`src/rtl/acc_control_unit.sv`:
```
// acc_control_unit
//   Multi-cycle sequencer and register file for the 8-bit accumulator CPU.
//   Fetches instructions over a req/ack memory handshake, holds PC/IR/DR/AC/E,
//   feeds the downstream ALU and commits its result/carry into AC/E in EXEC.
//
// Ports
//   clk, reset            : clock, synchronous active-high reset
//   mem_req/we/addr/wdata : memory request (write data is AC)
//   mem_rdata, mem_ack    : memory read data and completion strobe
//   alu_ac/alu_dr/alu_sel : ALU operands and selector (IR[7:5])
//   alu_result, alu_carry : ALU result and 9th-bit carry/borrow
//   ac_out, e_out, pc_out : architectural registers
//   halted                : high while in HALT
module acc_control_unit #(
    parameter int ADDR_W = 5,
    parameter int DATA_W = 8
) (
    input  logic              clk,
    input  logic              reset,
    output logic              mem_req,
    output logic              mem_we,
    output logic [ADDR_W-1:0] mem_addr,
    output logic [DATA_W-1:0] mem_wdata,
    input  logic [DATA_W-1:0] mem_rdata,
    input  logic              mem_ack,
    output logic [DATA_W-1:0] alu_ac,
    output logic [DATA_W-1:0] alu_dr,
    output logic [2:0]        alu_sel,
    input  logic [DATA_W-1:0] alu_result,
    input  logic              alu_carry,
    output logic [DATA_W-1:0] ac_out,
    output logic              e_out,
    output logic [ADDR_W-1:0] pc_out,
    output logic              halted
);

    typedef enum logic [2:0] {
        S_START, S_FETCH, S_DECODE, S_OPREAD, S_EXEC, S_STORE, S_HALT
    } state_t;

    localparam logic [2:0] OP_ADD = 3'b000;
    localparam logic [2:0] OP_SUB = 3'b001;
    localparam logic [2:0] OP_XOR = 3'b010;
    localparam logic [2:0] OP_SHL = 3'b011;
    localparam logic [2:0] OP_LDA = 3'b100;
    localparam logic [2:0] OP_STA = 3'b101;
    localparam logic [2:0] OP_CMA = 3'b110;
    localparam logic [2:0] OP_HLT = 3'b111;

    state_t            state;
    logic [ADDR_W-1:0] pc;
    logic [DATA_W-1:0] ir;
    logic [DATA_W-1:0] dr;
    logic [DATA_W-1:0] ac;
    logic              e;

    logic [2:0]        op;
    logic [ADDR_W-1:0] opnd_addr;

    assign op        = ir[DATA_W-1 -: 3];
    assign opnd_addr = ir[ADDR_W-1:0];

    // Acks are only looked at in the three request states, so a stray ack
    // while mem_req is low can never advance the machine.
    always_ff @(posedge clk) begin
        if (reset) begin
            state <= S_START;
            pc    <= '0;
            ir    <= '0;
            dr    <= '0;
            ac    <= '0;
            e     <= 1'b0;
        end else begin
            case (state)
                S_START: state <= S_FETCH;
                S_FETCH: begin
                    if (mem_ack) begin
                        ir    <= mem_rdata;
                        pc    <= pc + 1'b1;   // wraps modulo 2^ADDR_W
                        state <= S_DECODE;
                    end
                end
                S_DECODE: begin
                    case (op)
                        OP_ADD, OP_SUB, OP_XOR, OP_LDA: state <= S_OPREAD;
                        OP_SHL, OP_CMA:                 state <= S_EXEC;
                        OP_STA:                         state <= S_STORE;
                        OP_HLT:                         state <= S_HALT;
                        default:                        state <= S_HALT;
                    endcase
                end
                S_OPREAD: begin
                    if (mem_ack) begin
                        dr    <= mem_rdata;
                        state <= S_EXEC;
                    end
                end
                S_EXEC: begin
                    case (op)
                        OP_LDA: ac <= dr;
                        OP_ADD, OP_SUB, OP_SHL: begin
                            ac <= alu_result;
                            e  <= alu_carry;
                        end
                        // XOR/CMA: result only, E untouched
                        default: ac <= alu_result;
                    endcase
                    state <= S_FETCH;
                end
                S_STORE: begin
                    if (mem_ack) state <= S_FETCH;
                end
                S_HALT:  state <= S_HALT;
                default: state <= S_START;
            endcase
        end
    end

    // Memory request is a pure decode of registered state, so it holds
    // steady across any number of wait cycles.
    always_comb begin
        mem_req   = (state == S_FETCH) || (state == S_OPREAD) || (state == S_STORE);
        mem_we    = (state == S_STORE);
        mem_addr  = (state == S_FETCH) ? pc : opnd_addr;
        mem_wdata = ac;
    end

    assign alu_ac  = ac;
    assign alu_dr  = dr;
    assign alu_sel = op;
    assign ac_out  = ac;
    assign e_out   = e;
    assign pc_out  = pc;
    assign halted  = (state == S_HALT);

endmodule

```
`config.mk`:
```
export PLATFORM = sky130hd
export DESIGN_NAME = acc_control_unit
export DESIGN_NICKNAME = d
export VERILOG_FILES = /design/src/rtl/acc_control_unit.sv
export SDC_FILE = /design/constraint.sdc
export NUM_CORES = 1
export LEC_CHECK = 0
export ABC_CLOCK_PERIOD_IN_PS = 1900
export BUFFER_PORTS_ARGS = -buffer_cell sky130_fd_sc_hd__buf_2
export CAP_MARGIN = 20
export CORE_MARGIN = 3
export CORE_UTILIZATION = 40
export DETAILED_ROUTE_END_ITERATION = 8
export PLACE_DENSITY_LB_ADDON = 0.3
export SLEW_MARGIN = 0
export SYNTH_ARGS = -nofsm -noshare
export SYNTH_HDL_FRONTEND = slang
export SYNTH_SLANG_ARGS = --single-unit
```
`constraint.sdc`:
```
create_clock -name clk -period 1.9 [get_ports clk]
set_clock_uncertainty 0.05 [all_clocks]
set_input_delay 0.19 -clock clk [delete_from_list [all_inputs] [get_ports clk]]
set_output_delay 0.19 -clock clk [all_outputs]
set_load 0.02 [all_outputs]
```
* Word-level counts from Yosys, hierarchy flattened
Memory sizes are Yosys's and may differ from the RTL's. A register that Yosys moved wholly into a read port is not among the register bits. Cells that the tools add are included.
Storage, ports and cells: bits in registers 33, memory bits (read-only) 24, input bits 20, output and inout port bits 49, word-level logic and storage cells 38, memories kept 1
Memories:
- (no name shown) | depth 8, bits a word 3, read ports 1, clocked after Yosys merged registers in 1, wr ports 0, line 84 | case (op)
Operators by class: add/subtract/negate cells 1, equal/unequal tests 12, mux-type cells 8, reduce and logical (&&, ||, !) cells 10
Operators by type and width (count):
- one-hot mux 3 bit (6 select lines) | 1
- 2-to-1 mux 3 bit | 5
- == test 3 bit, second input constant | 4
- == test 3 x 2 -> 1 bit, second input constant | 3
- 2-to-1 mux 8 bit | 1
- == test 3 x 1 -> 1 bit, second input constant | 2
- zero test 3 bit | 2
- AND reduction 2 bit | 3
- adder 5 x 1 -> 5 bit, second input constant | 1
- 2-to-1 mux 5 bit | 1
- inequality test 2 bit, second input constant | 2
- AND reduction 3 bit | 1
- OR reduction 3 bit | 1
- logical OR 1 bit | 2
- inequality test 2 x 1 -> 1 bit, second input constant | 1
- OR reduction 2 bit | 1

* Depth between registers and ports, before layout
Gate-level depths: netlist (run 1).
depth after elaboration 4, mapped depth 6, gate-level depth less buffers 4

* Least setup slack after synthesis (run 1)
Ideal clock, no wire load.
kind register to output, start reg state[0], end out mem_addr[0], arrival time 1.229 ns, required time 1.660 ns, setup slack 0.431 ns, cell stages (with the launch flop) 4, cells stage by stage dfxtp_1 -> buf_4 -> nor3b_2 -> mux2_2
On the way: cells in the longest elaborated chain, start to end 2
Ends and longest elaborated chain:
- from (decl) | line 50 | state_t state;
- from (signal assigned) | line 67 | state <= S_START;
- from (signal assigned) | line 75 | S_START: state <= S_FETCH;
- from (signal assigned) | line 80 | state <= S_DECODE;
- == test 3 x 1 -> 1 bit | line 124 | mem_addr = (state == S_FETCH) ? pc : opnd_addr;
- 2-to-1 mux 5 bit | line 124
- to (decl) | line 22 | output logic [ADDR_W-1:0] mem_addr,
No other way between the ends.

* Final worst setup path (run 1)
start reg state[1], end out mem_addr[4]
The elaborated chain is that of the path after synthesis.

==> results.cfg, run 1 <==
[die]
die_w_um = 73.3
die_h_um = 73.3
dieArea_mm2 = 0.00538
core_mm2 = 0.00417
io_pins = 69
rows = 23
initial_core_util = 0.434

[sta]
max_slew.worst_pin.slew_ns = 0.452
rsz0062_at_grt = false
setup_viol = 0
post-route-min-period_ns = 1.78
finalMaxSlewViolations = 0
max_freq_mhz = 560
setup_ws_ns = 0.116
hold_violations = 0
fin_crit_sh = 0.939
setup-tns-final_ns = 0
timing.slew.headroom = 0.699

[worst_setup_path]
ff2ff_path_depth = 4
cp_max_fo = 7
rr_startpoint = state[0]
r2r_end = pc_out[4]
regToRegSetupSlack_ns = 0.35
startpoint_type = register
worstSetupEndpointType = primary output
worst-setup-path-type = register to primary output
crit_required_ns = 1.66
critPathArrivalTime_ns = 1.54

[global_route]
grt_pass1_wl_um = 6580
antenna_found_initial = 0
grt_pass1_vias = 1402
grt.overflow.total = 0
track_usage = 0.161
grt_max_degree = 21

[clock_network]
cts_root_buf = clkbuf_8
clk_latency_ns = 0.29
htree_levels = 2
hold_buffers = 0
post_cts_resized = 0
clock_path_buffers = 2
numCtsBuffers = 5
path_clk_slew_ns = 0.07
clock-sinks = 36
tritoncts = done
post-cts-setup-buffers = 0

[pwr]
p_seq_frac = 0.501
p_sw_uw = 406
ir_drop_uv = 411
finalPower_uw = 1590
comb_power_share = 0.133
swShare = 0.255
power_density_mw_per_mm2 = 743
p_int_uw = 1190
pwr-share-clk = 0.366
p_leak_uw = 0.00101

[place]
dp_cells = 301
gp_congestion = 0.766
numPortBuffers = 68
dp_hpwl_um = 3010
dp_slack_ns = 0.351

[cells_and_area]
multi_input_area_um2 = 857
drive_gt1_frac = 0.360
fillers = 399
syn_to_final_growth_pct = 18.3
final_cell_count_no_fill = 308
seqCellArea_um2 = 721
n_antenna_cell = 0
utilization = 0.514
final_nets = 279

[synthesis]
synth-simple-area-share = 0.196
synth_adder_area_share = 0.00690
avgSynthCellArea_um2 = 8.67
synth_top_family_by_area = simple AND/OR/NAND/NOR gates
yosys-mux-area-fraction = 0.0814
synth_cells = 209
yosys.area.top_type = dfxtp_1
yosys_warnings = 0
synth-xor-area-share = 0.0193
synth.top_cells.by_area = dfxtp_1 40%, buf_4 8.3%, nand2_1 7.2%
synth_edf_count = 0
async_flop_share = 0
synth_cell_types = 44
synth.yosys.seq_area_share = 0.398
ys.flop_type = dfxtp_1
yosysTopAreaCellShare = 0.398
synth_compound_area_frac = 0.166
synth_fp_nets = 230
syn_area_mm2 = 0.00181
ys_ff_latch = 36

[job]
cap_violations = 0

[min_path]
hold_path.startpoint = mem_rdata[0]
hold_path_depth = 3
hold_path_end = ir[0]
hold_path_class = input pin to register

[routing]
drt_iter0_drc = 56
routed.top_layer = met4
viasPerCell = 4.99
wl_per_cell_um = 13.0
met3_length_um = 298
vias = 1538
drc = 0
first_pass_iters = 4
wl_met2_um = 1830
drt-total-wl_um = 4000
ant_nets = 0
m1WireLength_um = 1800

[run_status]
status = complete, no violations
worst max-delay path, cell delays in order, from the launching register on:
cell and delay (ns):
dfxtp_1 0.37, nor3b_4 0.34, mux2_2 0.37, buf_2 0.16
per-stage QoR:
stage	hold slack [ns]	instance area, um^2
floorplan	0.276	1810
global placement	0.395	2040
detailed placement	0.398	2040
CTS	0.0846	2140
global route	0.0894	2140
finish	0.0910	2140
worst max-delay path by stage:
stage / from / end / slack [ns] / cells past startpoint
after floorplan: state[0] / mem_addr[0] / 0.43 / 3
after global placement: state[1] / mem_addr[2] / 0.36 / 3
after detailed placement: state[1] / mem_addr[4] / 0.35 / 3
after CTS: state[1] / mem_addr[4] / 0.02 / 3
after global routing: state[1] / mem_addr[4] / 0.02 / 3
final: state[1] / mem_addr[4] / 0.12 / 3
power groups by stage:
stage               Clock (uW)  Sequential [uW]  Combinational (uW)
detailed placement           0              815                 213
finish                     584              798                 213
floorplan                    0              821                 148
global placement             0              814                 211
CTS                        596              797                 214
global route               635              802                 237
synth_stat cells, types with 2 or more instances:
cell type   n
nor2_1     11
mux2i_1     8
a211oi_1    7
inv_1       4
clkbuf_1    5
and2_1      2
buf_6       3
nand2_1    35
buf_2       3
xnor2_1     2
xor2_1      2
o211ai_1    2
o21ai_0     7
dfxtp_1    36
buf_4      20
or3_1       2
mux2_2      6
nor2b_1     3
and3b_1     2
a21oi_1    24
nand4_1     2
registers in the layout, summed over array words and instances, names as in the netlist, named ones only:
signal and count:
ir 8, state 3, e_out 1, ac_out 8
alu_dr 8, pc_out 5
metal layers:
metal  up-vias  global-route usage
li1        797                   -
met1       696               0.199
met2        40               0.252
met3         5              0.0588
met4         0              0.0664
met5         -                   0
layout make-up:
class | instances | share of cell area
inverters | 4 | 0.00700
repair buffers | 75 | 0.183
flip-flops and latches | 36 | 0.336
well taps | 50 | 0.0292
multi-input cells | 136 | 0.400
clock buffers | 7 | 0.0449
placed cells by master, fill, tap and decap left out, types with 2 or more instances in the layout:
cell type | netlist | final
nor3b_4 | 1 | 2
mux2i_1 | 8 | 8
mux2_2 | 6 | 6
buf_4 | 20 | 7
buf_2 | 3 | 68
xor2_1 | 2 | 2
nand2_1 | 35 | 35
xnor2_1 | 2 | 2
a211oi_1 | 7 | 7
nand4_1 | 2 | 2
clkbuf_8 | 0 | 7
nor2_1 | 11 | 11
o211ai_1 | 2 | 2
o21ai_0 | 7 | 7
nor2b_1 | 3 | 3
dfxtp_1 | 36 | 36
inv_1 | 4 | 4
or3_1 | 2 | 2
a21oi_1 | 24 | 24
and2_1 | 2 | 2
and3b_1 | 2 | 2
cell families after synthesis:
| family | Yosys count |
|---|---|
| flip-flops | 36 |
| AND/OR/NAND/NOR | 68 |
| AO/OA/AOI/OAI | 49 |
| buffers and inverters | 37 |
| adder cells (fa/ha/maj) | 1 |
| XOR/XNOR | 4 |
| multiplexers | 14 |
Power figures use the tool's default switching activity.
==> inputs of run 2 (changes only) <==
--- a/config.mk
+++ b/config.mk
@@ -5,13 +5,12 @@
 export SDC_FILE = /design/constraint.sdc
 export NUM_CORES = 1
 export LEC_CHECK = 0
-export ABC_CLOCK_PERIOD_IN_PS = 1900
 export BUFFER_PORTS_ARGS = -buffer_cell sky130_fd_sc_hd__buf_2
 export CAP_MARGIN = 20
 export CORE_MARGIN = 3
 export CORE_UTILIZATION = 40
 export DETAILED_ROUTE_END_ITERATION = 8
-export PLACE_DENSITY_LB_ADDON = 0.3
+export PLACE_DENSITY = 0.74
 export SLEW_MARGIN = 0
 export SYNTH_ARGS = -nofsm -noshare
 export SYNTH_HDL_FRONTEND = slang
==> constraint.sdc (replaced) <==
create_clock -name clk -period 2.25 [get_ports clk]
set_clock_uncertainty 0.05 [all_clocks]
set_input_delay 0.225 -clock clk [delete_from_list [all_inputs] [get_ports clk]]
set_output_delay 0.225 -clock clk [all_outputs]
set_load 0.02 [all_outputs]
==> results.cfg, run 2 (synthesis gave the netlist of run 1 again) <==
[die]
core_mm2 = 0.00417
rows = 23
die_h_um = 73.3
die_w_um = 73.3
dieArea_mm2 = 0.00538
initial_core_util = 0.434
io_pins = 69

[global_route]
grt.overflow.total = 0
antenna_found_initial = 0
grt_max_degree = 26
grt_pass1_vias = 1287
track_usage = 0.149
grt_pass1_wl_um = 6170

[place]
dp_cells = 298
post_dp_cell_area_mm2 = 0.00202
gp_congestion = 0.782
dp_hpwl_um = 2870
numPortBuffers = 68

[worst_setup_path]
startpoint_type = register
crit_required_ns = 1.98
worst-setup-path-type = register to primary output
critPathArrivalTime_ns = 1.79
worstSetupEndpointType = primary output
cp_max_fo = 13

[cells_and_area]
multi_input_area_um2 = 857
n_antenna_cell = 0
seqCellArea_um2 = 721
fillers = 419
utilization = 0.504
final_nets = 276
final_cell_count_no_fill = 305
final_cell_mix = 68 x buf_2, 36 x dfxtp_1, 35 x nand2_1
drive_gt1_frac = 0.349
final_common_cell = buf_2
syn_to_final_growth_pct = 16.0
final_area_mm2 = 0.00210

[sta]
setup_viol = 0
timing.slew.headroom = 0.507
rsz0062_at_grt = false
max_slew.worst_pin.slew_ns = 0.739
finalMaxSlewViolations = 0
hold_violations = 0
fin_crit_sh = 0.919
setup-tns-final_ns = 0
max_freq_mhz = 484
post-route-min-period_ns = 2.07

[job]
cap_violations = 0

[clock_network]
htree_levels = 2
clk_latency_ns = 0.28
tritoncts = done
post-cts-setup-buffers = 0
clock-sinks = 36
hold_buffers = 0
numCtsBuffers = 5
path_clk_slew_ns = 0.07
cts_root_buf = clkbuf_8
post_cts_resized = 0
clock_path_buffers = 2

[routing]
viasPerCell = 5.11
drc = 0
first_pass_iters = 4
ant_nets = 0
wl_per_cell_um = 13.1
drt_iter0_drc = 96
drt-total-wl_um = 4000
vias = 1559

[run_status]
status = complete, no violations

[pwr]
power_density_mw_per_mm2 = 607
p_leak_uw = 0.000989
ir_drop_uv = 336

[min_path]
hold_path_class = input pin to register
==> run 2: changes by cell type in the layout (fill, tap and decap cells not counted) <==
cell	delta
buf_4	-3
clkbuf_8	-2
clkbuf_1	+1
clkinv_2	+1
==> run 2: where the power goes <==
group | internal [uW] | switching [uW] | total (uW)
combinational | 69.6 | 94.9 | 165
clock | 210 | 218 | 429
sequential | 657 | 26.2 | 683
total | 936 | 339 | 1280
==> run 2: critical path, stage by stage, from the launching register on <==
cell and delay [ns]:
dfxtp_1 0.59, nor3b_4 0.38, mux2_2 0.38, buf_2 0.16
==> run 2: path summary, 6_finish.rpt <==
kind                              startpoint     endpoint  slack, ns  depth (start not counted)
worst max-delay path                state[0]  mem_addr[3]       0.18                          3
worst min register to register         ir[1]        ir[1]       0.41                          2
worst min-delay path            mem_rdata[0]        ir[0]       0.13                          3
worst max register to register      state[2]        e_out       0.47                          3
==> run 2: final cells by class <==
class	instances	area share
timing repair buffer	72	0.176
clock inverter	1	0.00238
multi-input combinational	136	0.407
clock buffer	6	0.0345
sequential	36	0.343
inverter	4	0.00714
tap	50	0.0297
==> run 2: through the flow <==
step                      power (uW)  hold slack, ns  setup slack (ns)
after detailed placement         860           0.408             0.415
after global routing            1340           0.135            0.0407
after global placement           856           0.397             0.448
after floorplan                  818           0.311             0.746
final                           1280           0.134             0.183
after CTS                       1280           0.129            0.0981
==> run 2: per-layer routing <==
metal	share of wire	global-route usage	vias up
met2	0.47	0.224	51
met1	0.46	0.196	712
met5	0	0	-
met3	0.063	0.0492	4
met4	0.012	0.0644	0
li1	-	-	792
==> inputs of run 3 (changes only) <==
--- a/config.mk
+++ b/config.mk
@@ -5,7 +5,7 @@
 export SDC_FILE = /design/constraint.sdc
 export NUM_CORES = 1
 export LEC_CHECK = 0
-export BUFFER_PORTS_ARGS = -buffer_cell sky130_fd_sc_hd__buf_2
+export BUFFER_PORTS_ARGS = -buffer_cell sky130_fd_sc_hd__buf_4
 export CAP_MARGIN = 20
 export CORE_MARGIN = 3
 export CORE_UTILIZATION = 40
==> results.cfg, run 3 (synthesis gave the netlist of run 1 again) <==
[global_route]
grt_pass1_wl_um = 6300
grt_pass1_vias = 1297
grtUsageMet3 = 0.0438
grt.overflow.total = 0
grt-busiest-layer = met2
antenna_found_initial = 0
use_met2 = 0.222
met1_usage = 0.211
grt_max_degree = 38
track_usage = 0.152

[routing]
vias = 1521
viasPerCell = 5.04
drt-total-wl_um = 4060
ant_nets = 0
first_pass_iters = 4
wl_per_cell_um = 13.5
drc = 0
drt_iter0_drc = 86

[worst_setup_path]
crit_required_ns = 1.98
cp_max_fo = 13
worst-setup-path-type = register to primary output
ff2ff_path_depth = 3
startpoint_type = register
critPathArrivalTime_ns = 1.80
rr_startpoint = state[2]
r2r_end = e_out
worstSetupEndpointType = primary output
regToRegSetupSlack_ns = 0.44

[sta]
setup_viol = 0
fin_crit_sh = 0.922
max_slew.worst_pin.slew_ns = 0.717
hold_violations = 0
finalMaxSlewViolations = 0
timing.slew.headroom = 0.521
setup-tns-final_ns = 0
rsz0062_at_grt = false
post-route-min-period_ns = 2.07
max_freq_mhz = 482

[clock_network]
htree_levels = 2
tritoncts = done
clock-sinks = 36
post-cts-setup-buffers = 0
cts_root_buf = clkbuf_8
clk_latency_ns = 0.28
numCtsBuffers = 5
clock_path_buffers = 2
path_clk_slew_ns = 0.07
hold_buffers = 0

[min_path]
hold_path_end = alu_dr[2]
hold_path_depth = 3
hold_path.startpoint = mem_rdata[2]
hold_path_class = input pin to register

[cells_and_area]
drive_gt1_frac = 0.345
syn_to_final_growth_pct = 24.5
final_common_cell = buf_4
n_antenna_cell = 0
utilization = 0.541
final_cell_mix = 71 x buf_4, 36 x dfxtp_1, 35 x nand2_1
final_nets = 275
final_cell_count_no_fill = 302

[die]
die_w_um = 73.3
io_pins = 69
rows = 23
initial_core_util = 0.434
die_h_um = 73.3
dieArea_mm2 = 0.00538
core_mm2 = 0.00417

[run_status]
status = complete, no violations

[pwr]
p_leak_uw = 0.000991
finalPower_uw = 1270
ir_drop_uv = 377
power_density_mw_per_mm2 = 563

[place]
dp_hpwl_um = 2910
dp_cells = 297
gp_congestion = 0.754
numPortBuffers = 68

[job]
cap_violations = 0
## run 3: layout make-up
type | count | area (um^2)
clock buffers | 5 | 68.8
inverters | 4 | 15.0
multi-input cells | 136 | 857
repair buffers | 71 | 533
fillers | 382 | 1920
well taps | 50 | 62.6
flip-flops and latches | 36 | 721
## run 3: power breakdown
group | switching [uW] | internal, uW | leakage [uW]
clock | 204 | 199 | 0.0000359
sequential | 27.2 | 657 | 0.000292
combinational | 95.2 | 88.3 | 0.000663
## run 3: per-layer routing
metal / routed length (um) / share of wire
met1: 1890 / 0.47
met2: 1860 / 0.46
met3: 264 / 0.065
met4: 39 / 0.0096
met5: 0 / 0
## run 3: metrics by stage
stage,instance area (um^2),hold WS [ns],setup slack (ns)
after global placement,2180,0.400,0.449
final,2260,0.146,0.176
after CTS,2250,0.139,0.107
after global routing,2260,0.147,0.0568
after detailed placement,2180,0.404,0.420
after floorplan,1810,0.311,0.746
## run 3: worst max-delay path by stage
stage | startpoint | endpoint | depth (start not counted)
after global routing | state[0] | mem_addr[2] | 3
after CTS | state[0] | mem_addr[3] | 3
final | state[0] | mem_addr[3] | 3
after global placement | state[0] | mem_addr[4] | 3
after floorplan | state[0] | mem_addr[0] | 3
after detailed placement | state[0] | mem_addr[3] | 3
## run 3: critical path: stages, from the launching register on
cell,delay [ns]
dfxtp_1,0.59
nor3b_4,0.39
mux2_2,0.38
buf_4,0.16
## run 3: timing repair
item | CTS | global route
endpoints found under the hold margin | 0 | 0
gates resized for setup | 0 | 1
endpoints found under the setup margin | 0 | 5
